===== src/rtl/instruction_fetch_unit_pkg.sv =====
// rtl/instruction_fetch_unit_pkg.sv - shared widths, reset default and fetch entry type
package instruction_fetch_unit_pkg;

  localparam int INSTR_W = 32;
  localparam int PC_W    = 32;
  localparam logic [PC_W-1:0] PC_STEP          = 32'd4;
  localparam logic [PC_W-1:0] DEFAULT_RESET_PC = 32'h0000_0000;

  typedef struct packed {
    logic [PC_W-1:0]    pc;
    logic [INSTR_W-1:0] instr;
  } fetch_entry_t;

endpackage


===== src/rtl/instruction_fetch_unit_fetch_buffer.sv =====
// rtl/instruction_fetch_unit_fetch_buffer.sv - small in-order FIFO of fetch entries
module fetch_buffer
  import instruction_fetch_unit_pkg::*;
#(
  parameter int DEPTH = 2
) (
  input  logic         clk,
  input  logic         reset,
  input  logic         push,
  input  logic         pop,
  input  logic         flush,
  input  fetch_entry_t wr_entry,
  output logic         full,
  output logic         empty,
  output fetch_entry_t head
);

  localparam int AW = $clog2(DEPTH);
  localparam logic [AW:0] LP_FULL_CNT = (AW+1)'(DEPTH);

  logic [AW-1:0] r_wr_ptr;
  logic [AW-1:0] r_rd_ptr;
  logic [AW:0]   r_count;
  fetch_entry_t  r_mem [DEPTH];

  logic w_do_push;
  logic w_do_pop;

  // Flush wins over push so a redirect never keeps a wrong-path entry.
  assign w_do_push = push & ~flush;
  assign w_do_pop  = pop & ~empty;

  always_ff @(posedge clk or posedge reset) begin
    if (reset) begin
      r_wr_ptr <= '0;
      r_rd_ptr <= '0;
      r_count  <= '0;
    end else if (flush) begin
      r_wr_ptr <= '0;
      r_rd_ptr <= '0;
      r_count  <= '0;
    end else begin
      if (w_do_push) r_wr_ptr <= r_wr_ptr + 1'b1;
      if (w_do_pop)  r_rd_ptr <= r_rd_ptr + 1'b1;
      case ({w_do_push, w_do_pop})
        2'b10:   r_count <= r_count + 1'b1;
        2'b01:   r_count <= r_count - 1'b1;
        default: r_count <= r_count;
      endcase
    end
  end

  // Storage needs no reset: the top masks the head whenever the buffer is empty.
  always_ff @(posedge clk) begin
    if (w_do_push) r_mem[r_wr_ptr] <= wr_entry;
  end

  assign full  = (r_count == LP_FULL_CNT);
  assign empty = (r_count == '0);
  assign head  = r_mem[r_rd_ptr];

endmodule


===== src/rtl/instruction_fetch_unit.sv =====
// rtl/instruction_fetch_unit.sv - PC register, fetch push/pop control and decode-side output
module instruction_fetch_unit
  import instruction_fetch_unit_pkg::*;
#(
  parameter logic [PC_W-1:0] RESET_PC = DEFAULT_RESET_PC,
  parameter int              DEPTH    = 2
) (
  input  logic               clk,
  input  logic               reset,
  output logic [PC_W-1:0]    imem_addr,
  input  logic [INSTR_W-1:0] imem_instr,
  input  logic               halt,
  input  logic               redirect_valid,
  input  logic [PC_W-1:0]    redirect_pc,
  output logic               out_valid,
  input  logic               out_ready,
  output logic [PC_W-1:0]    out_pc,
  output logic [INSTR_W-1:0] out_instr,
  output logic [PC_W-1:0]    out_pc_plus4
);

  logic [PC_W-1:0] r_pc;
  logic            w_push;
  logic            w_pop;
  logic            w_full;
  logic            w_empty;
  fetch_entry_t    w_head;
  fetch_entry_t    w_wr_entry;

  assign w_pop  = out_valid & out_ready;
  assign w_push = ~reset & ~halt & ~redirect_valid & (~w_full | w_pop);

  assign w_wr_entry.pc    = r_pc;
  assign w_wr_entry.instr = imem_instr;

  always_ff @(posedge clk or posedge reset) begin
    if (reset) begin
      r_pc <= RESET_PC;
    end else if (redirect_valid) begin
      r_pc <= {redirect_pc[PC_W-1:2], 2'b00};
    end else if (w_push) begin
      r_pc <= r_pc + PC_STEP;
    end
  end

  fetch_buffer #(
    .DEPTH (DEPTH)
  ) u_fetch_buffer (
    .clk      (clk),
    .reset    (reset),
    .push     (w_push),
    .pop      (w_pop),
    .flush    (redirect_valid),
    .wr_entry (w_wr_entry),
    .full     (w_full),
    .empty    (w_empty),
    .head     (w_head)
  );

  assign imem_addr = r_pc;

  // Empty buffer reads as zero so stale or uninitialised storage never leaks out.
  assign out_valid    = ~w_empty;
  assign out_pc       = w_empty ? '0 : w_head.pc;
  assign out_instr    = w_empty ? '0 : w_head.instr;
  assign out_pc_plus4 = out_pc + PC_STEP;

endmodule

===== config.mk =====
export PLATFORM = sky130hd
export DESIGN_NAME = instruction_fetch_unit
export DESIGN_NICKNAME = d
export VERILOG_FILES = /design/src/rtl/instruction_fetch_unit_pkg.sv /design/src/rtl/instruction_fetch_unit_fetch_buffer.sv /design/src/rtl/instruction_fetch_unit.sv
export SDC_FILE = /design/constraint.sdc
export NUM_CORES = 1
export LEC_CHECK = 0
export ABC_AREA = 1
export CAP_MARGIN = 20
export CORE_ASPECT_RATIO = 1.1
export CORE_MARGIN = 2
export CORE_UTILIZATION = 45
export DETAILED_ROUTE_END_ITERATION = 8
export HOLD_SLACK_MARGIN = 0.05
export PLACE_DENSITY = 0.75
export SYNTH_ARGS = -nofsm -noshare
export SYNTH_HDL_FRONTEND = slang
export SYNTH_HIERARCHICAL = 1
export SYNTH_SLANG_ARGS = --single-unit
export TNS_END_PERCENT = 50

===== constraint.sdc =====
create_clock -name clk -period 8.65 [get_ports clk]
set_input_delay 0.865 -clock clk [delete_from_list [all_inputs] [get_ports clk]]
set_output_delay 0.865 -clock clk [all_outputs]
set_load 0.01 [all_outputs]

==> metrics.md <==
| Metric | Value |
|---|---|
| Final ANT Viol Nets | `0` |
| CTS tree | `done` |
| Synth warn | `6` |
| Mapped Cells | `1,061` |
| Hold_buf cts | `0` |
| CP Max Fanout | `32` |
| Routability cong. | `0.890` |
| Clock Skews | `around 0.010 ns` |
| Area fraction in compound gates after synthesis | `0.0243` |
| Clock Latency Late Sink | `0.43 ns` |
| Final net count | `around 1,300` |
| Worst Hold End | `u_fetch_buffer/r_count[1]$_DFFE_PP0P_` |
| Final Hold Violating Endpoints | `0` |
| Maximum VDD drop | `~0.00014 V` |
| Syn Area/Cell | `~8.1 µm²` |
| Fraction of layout cells with a size suffix above 1 | `0.0680` |
| Critical path's largest stage delay | `0.56 ns` |
| PostCTS Resize Cnt | `0` |
| EDFF count, synth | `between 100 and 150` |
| Longest Clk Path Bufs | `2` |
| CTS sink count | `approximately 160` |
| Global-route wire length before repair | `~34 mm` |
| Synth top area share | `0.445` |
| Synth Area in XOR/XNOR | `0.0183` |
| Most used DFF post-synth | `edfxtp_1` |
| Measured slew at the worst slew-check pin | `roughly 0.88 ns` |
| Lkg Pwr | `4.76 nW` |
| HP Class | `reg2reg` |
| Critical path arrival | `4.14 ns` |
| Die footprint | `around 20,000 µm²` |
| Final Max Tran Viols | `0` |
| Worst Setup Path Type | `reg2out` |
| Setup bufs post-CTS | `0` |
| Gr ovfl total | `0` |
| Worst path cell trace | `inv_1 > nand2_2 > inv_2 > buf_4 > clkinv_4 > nand2_1 > inv_1 > ha_1 > nand3_1 > inv_1 > nand2_1 > nor2_1 > xor2_1 > clkdlybuf4s50_1` |
| Initial antenna violation count | `0` |
| CTS buffer count | `17` |
| Period utilization | `0.579` |
| Worst-path clk slew | `around 0.070 ns` |
| Netlist cell types | `33` |
| Top-count cell post-synth | `nand2_1` |
| Die W | `around 140 µm` |
| Largest net degree at the start of global routing | `67` |
| Reg2Reg Launch Point | `u_fetch_buffer/r_count[0]$_DFFE_PP0P_` |
| Post-Synth Simple-Gate Area | `0.328` |
| CP startpoint kind | `register` |
| Worst rel slew slack | `0.411` |
| Drt first pass iters | `5` |
| Via/cell ratio | `between 4 and 5` |
| Worst Path Required | `approximately 8 ns` |
| Outcome | `finished clean` |
| Top delay family on crit path | `buffers and inverters` |
| Detail Placement HPWL | `15.2 mm` |
| Final setup fails | `0` |
| 1st-iter DRT viols | `slightly above 500` |
| Top post-synthesis cells by count | `430 x nand2_1, 130 x inv_1, 129 x nor2_1, 128 x edfxtp_1, 67 x nand3_1` |
| ANT cells | `0` |
| GR Util All Layers | `0.215` |
| Max Freq | `about 0.2 GHz` |
| Hold_sp | `u_fetch_buffer/r_count[1]$_DFFE_PP0P_` |
| DRC Markers | `0` |
| Slowest-stage cell, CP | `clkdlybuf4s50_1` |
| Max_cap viols | `0` |
| Routed WL per cell | `~14 µm` |
| Total Wirelength | `about 22 mm` |
| Reg2reg path depth | `9` |
| Synth Area in Adders | `0.00290` |
| CP endpoint kind | `output port` |
| Largest family of logic cells by synthesized area | `simple AND/OR/NAND/NOR gates` |
| Fin crit period | `between 5 and 6 ns` |
| Synth Register Bits | `roughly 160` |
| Setup total negative slack | `0 ns` |
| Placement Setup Slack | `4.11 ns` |
| Register area share after synthesis | `0.543` |
| Die Y-Extent | `approximately 150 µm` |
| Core ar. | `19,000 µm²` |
| CP most frequent cell | `inv_1` |
| Synth area leader | `edfxtp_1` |
| Worst reg2reg endpoint | `u_fetch_buffer/r_mem[1][50]$_DFFE_PP_` |
| Synth top area cells | `edfxtp_1 44%, nand2_1 19%, dfrtp_1 9.8%` |
| Initial Util | `0.455` |
| WP buf/inv | `7` |
| Flop-to-flop setup slack | `between 5 and 6 ns` |
| Vias | `about 7,300` |
| Final WS setup | `~3.6 ns` |
| Vias in the first global route | `6,972` |
| Critical Path Start | `u_fetch_buffer/r_count[0]$_DFFE_PP0P_` |
| Synthesis-to-layout area growth | `31.3%` |
| Area of the mapped netlist | `8640 µm²` |
| Multiplexer share of the synthesized area | `0` |
| Root Buffer | `clkbuf_16` |
| Ports | `between 150 and 200` |
| PD cells | `around 160 nW/µm²` |
| RSZ-0062 raised after global routing | `false` |
| FFs w/ async S/R, synth | `0.210` |
| Hold depth | `2` |
| FP Rows | `53` |
| H-tree levels | `4` |
| Port bufs | `193` |
-- cells in the final DEF, fill, tap and decap left out, types with 5 or more instances in the layout --
cell type	instances
nand2_1	430
clkdlybuf4s50_1	193
inv_1	128
edfxtp_1	128
nor2_1	127
nand3_1	67
dfrtp_1	33
o21ai_0	19
clkbuf_16	17
nor2_2	16
xor2_1	13
nand2_2	8
inv_6	8
o21bai_1	7
nor2_4	7
nand3_2	7
buf_4	7
nand3b_1	6
conb_1	6
xnor2_1	5
-- worst max path at each step --
stage                                      endpoint  slack, ns  cells after the start
2_1_floorplan  u_fetch_buffer/r_mem[0][0]$_DFFE_PP_       3.23                      8
3_3_place_gp                       out_pc_plus4[16]       4.16                     13
3_5_place_dp                       out_pc_plus4[18]       4.11                     14
4_1_cts                            out_pc_plus4[18]       3.62                     14
5_1_grt                            out_pc_plus4[18]       3.39                     14
6_report                           out_pc_plus4[18]       3.64                     14
-- sequential cells by signal, summed over array words and instances (netlist names) --
signal                   flops
u_fetch_buffer/r_wr_ptr      1
u_fetch_buffer/r_rd_ptr      1
u_fetch_buffer/r_count       2
u_fetch_buffer/r_mem       128
imem_addr                   30
-- logic make-up after synthesis --
logic type      Yosys count
simple gates            675
flops                   162
buf+inv                 167
xor+xnor                 18
other cells               1
compound gates           36
fa+ha+maj                 2
-- per-stage QoR --
| step | cell area (µm²) | utilization | cells | power (mW) | hold WS, ns |
|---|---|---|---|---|---|
| after floorplan | 8660 | - | 1066 | 1.01 | 0.486 |
| after global placement | 10800 | 0.567 | 1479 | 1.12 | 0.535 |
| after detailed placement | 10800 | 0.567 | 1479 | 1.13 | 0.552 |
| after CTS | 11300 | 0.598 | 1511 | 1.87 | 0.566 |
| after global routing | 11300 | 0.598 | 1511 | 1.93 | 0.614 |
| final | 11300 | 0.598 | 1511 | 1.86 | 0.561 |
-- worst reg2reg max path, cell delays in order, from the launching register on --
cell and delay, ns:
dfrtp_1 0.43, inv_1 0.11, nand2_2 0.08, inv_2 0.34, o21ai_0 0.22, nand2_1 0.26, clkinv_1 0.73, nand2_2 0.48
nor2_4 0.13, buf_4 0.39
-- layer usage --
layer	vias to the layer above	share of wire	routed length [µm]	GRT usage
li1	3699	-	-	-
met1	3356	0.44	9420	0.280
met2	221	0.49	10600	0.371
met3	25	0.057	1240	0.0357
met4	0	0.013	278	0.0552
met5	-	0	0	0
-- cell type report --
cell class | count | area [µm²]
clock buffers | 17 | 425
flip-flops and latches | 162 | 4700
fillers | 1678 | 7620
clock inverters | 15 | 158
multi-input cells | 737 | 3270
repair buffers | 200 | 1980
inverters | 133 | 504
well taps | 247 | 309
-- report_power, final --
group / leakage, nW / internal, mW / switching, mW / total (mW)
logic: 2.90 / 0.100 / 0.0980 / 0.198
registers: 1.57 / 0.872 / 0.0419 / 0.914
clock network: 0.282 / 0.409 / 0.336 / 0.746
total: 4.76 / 1.38 / 0.476 / 1.86
No activity file was read; power rests on OpenSTA's default activity.
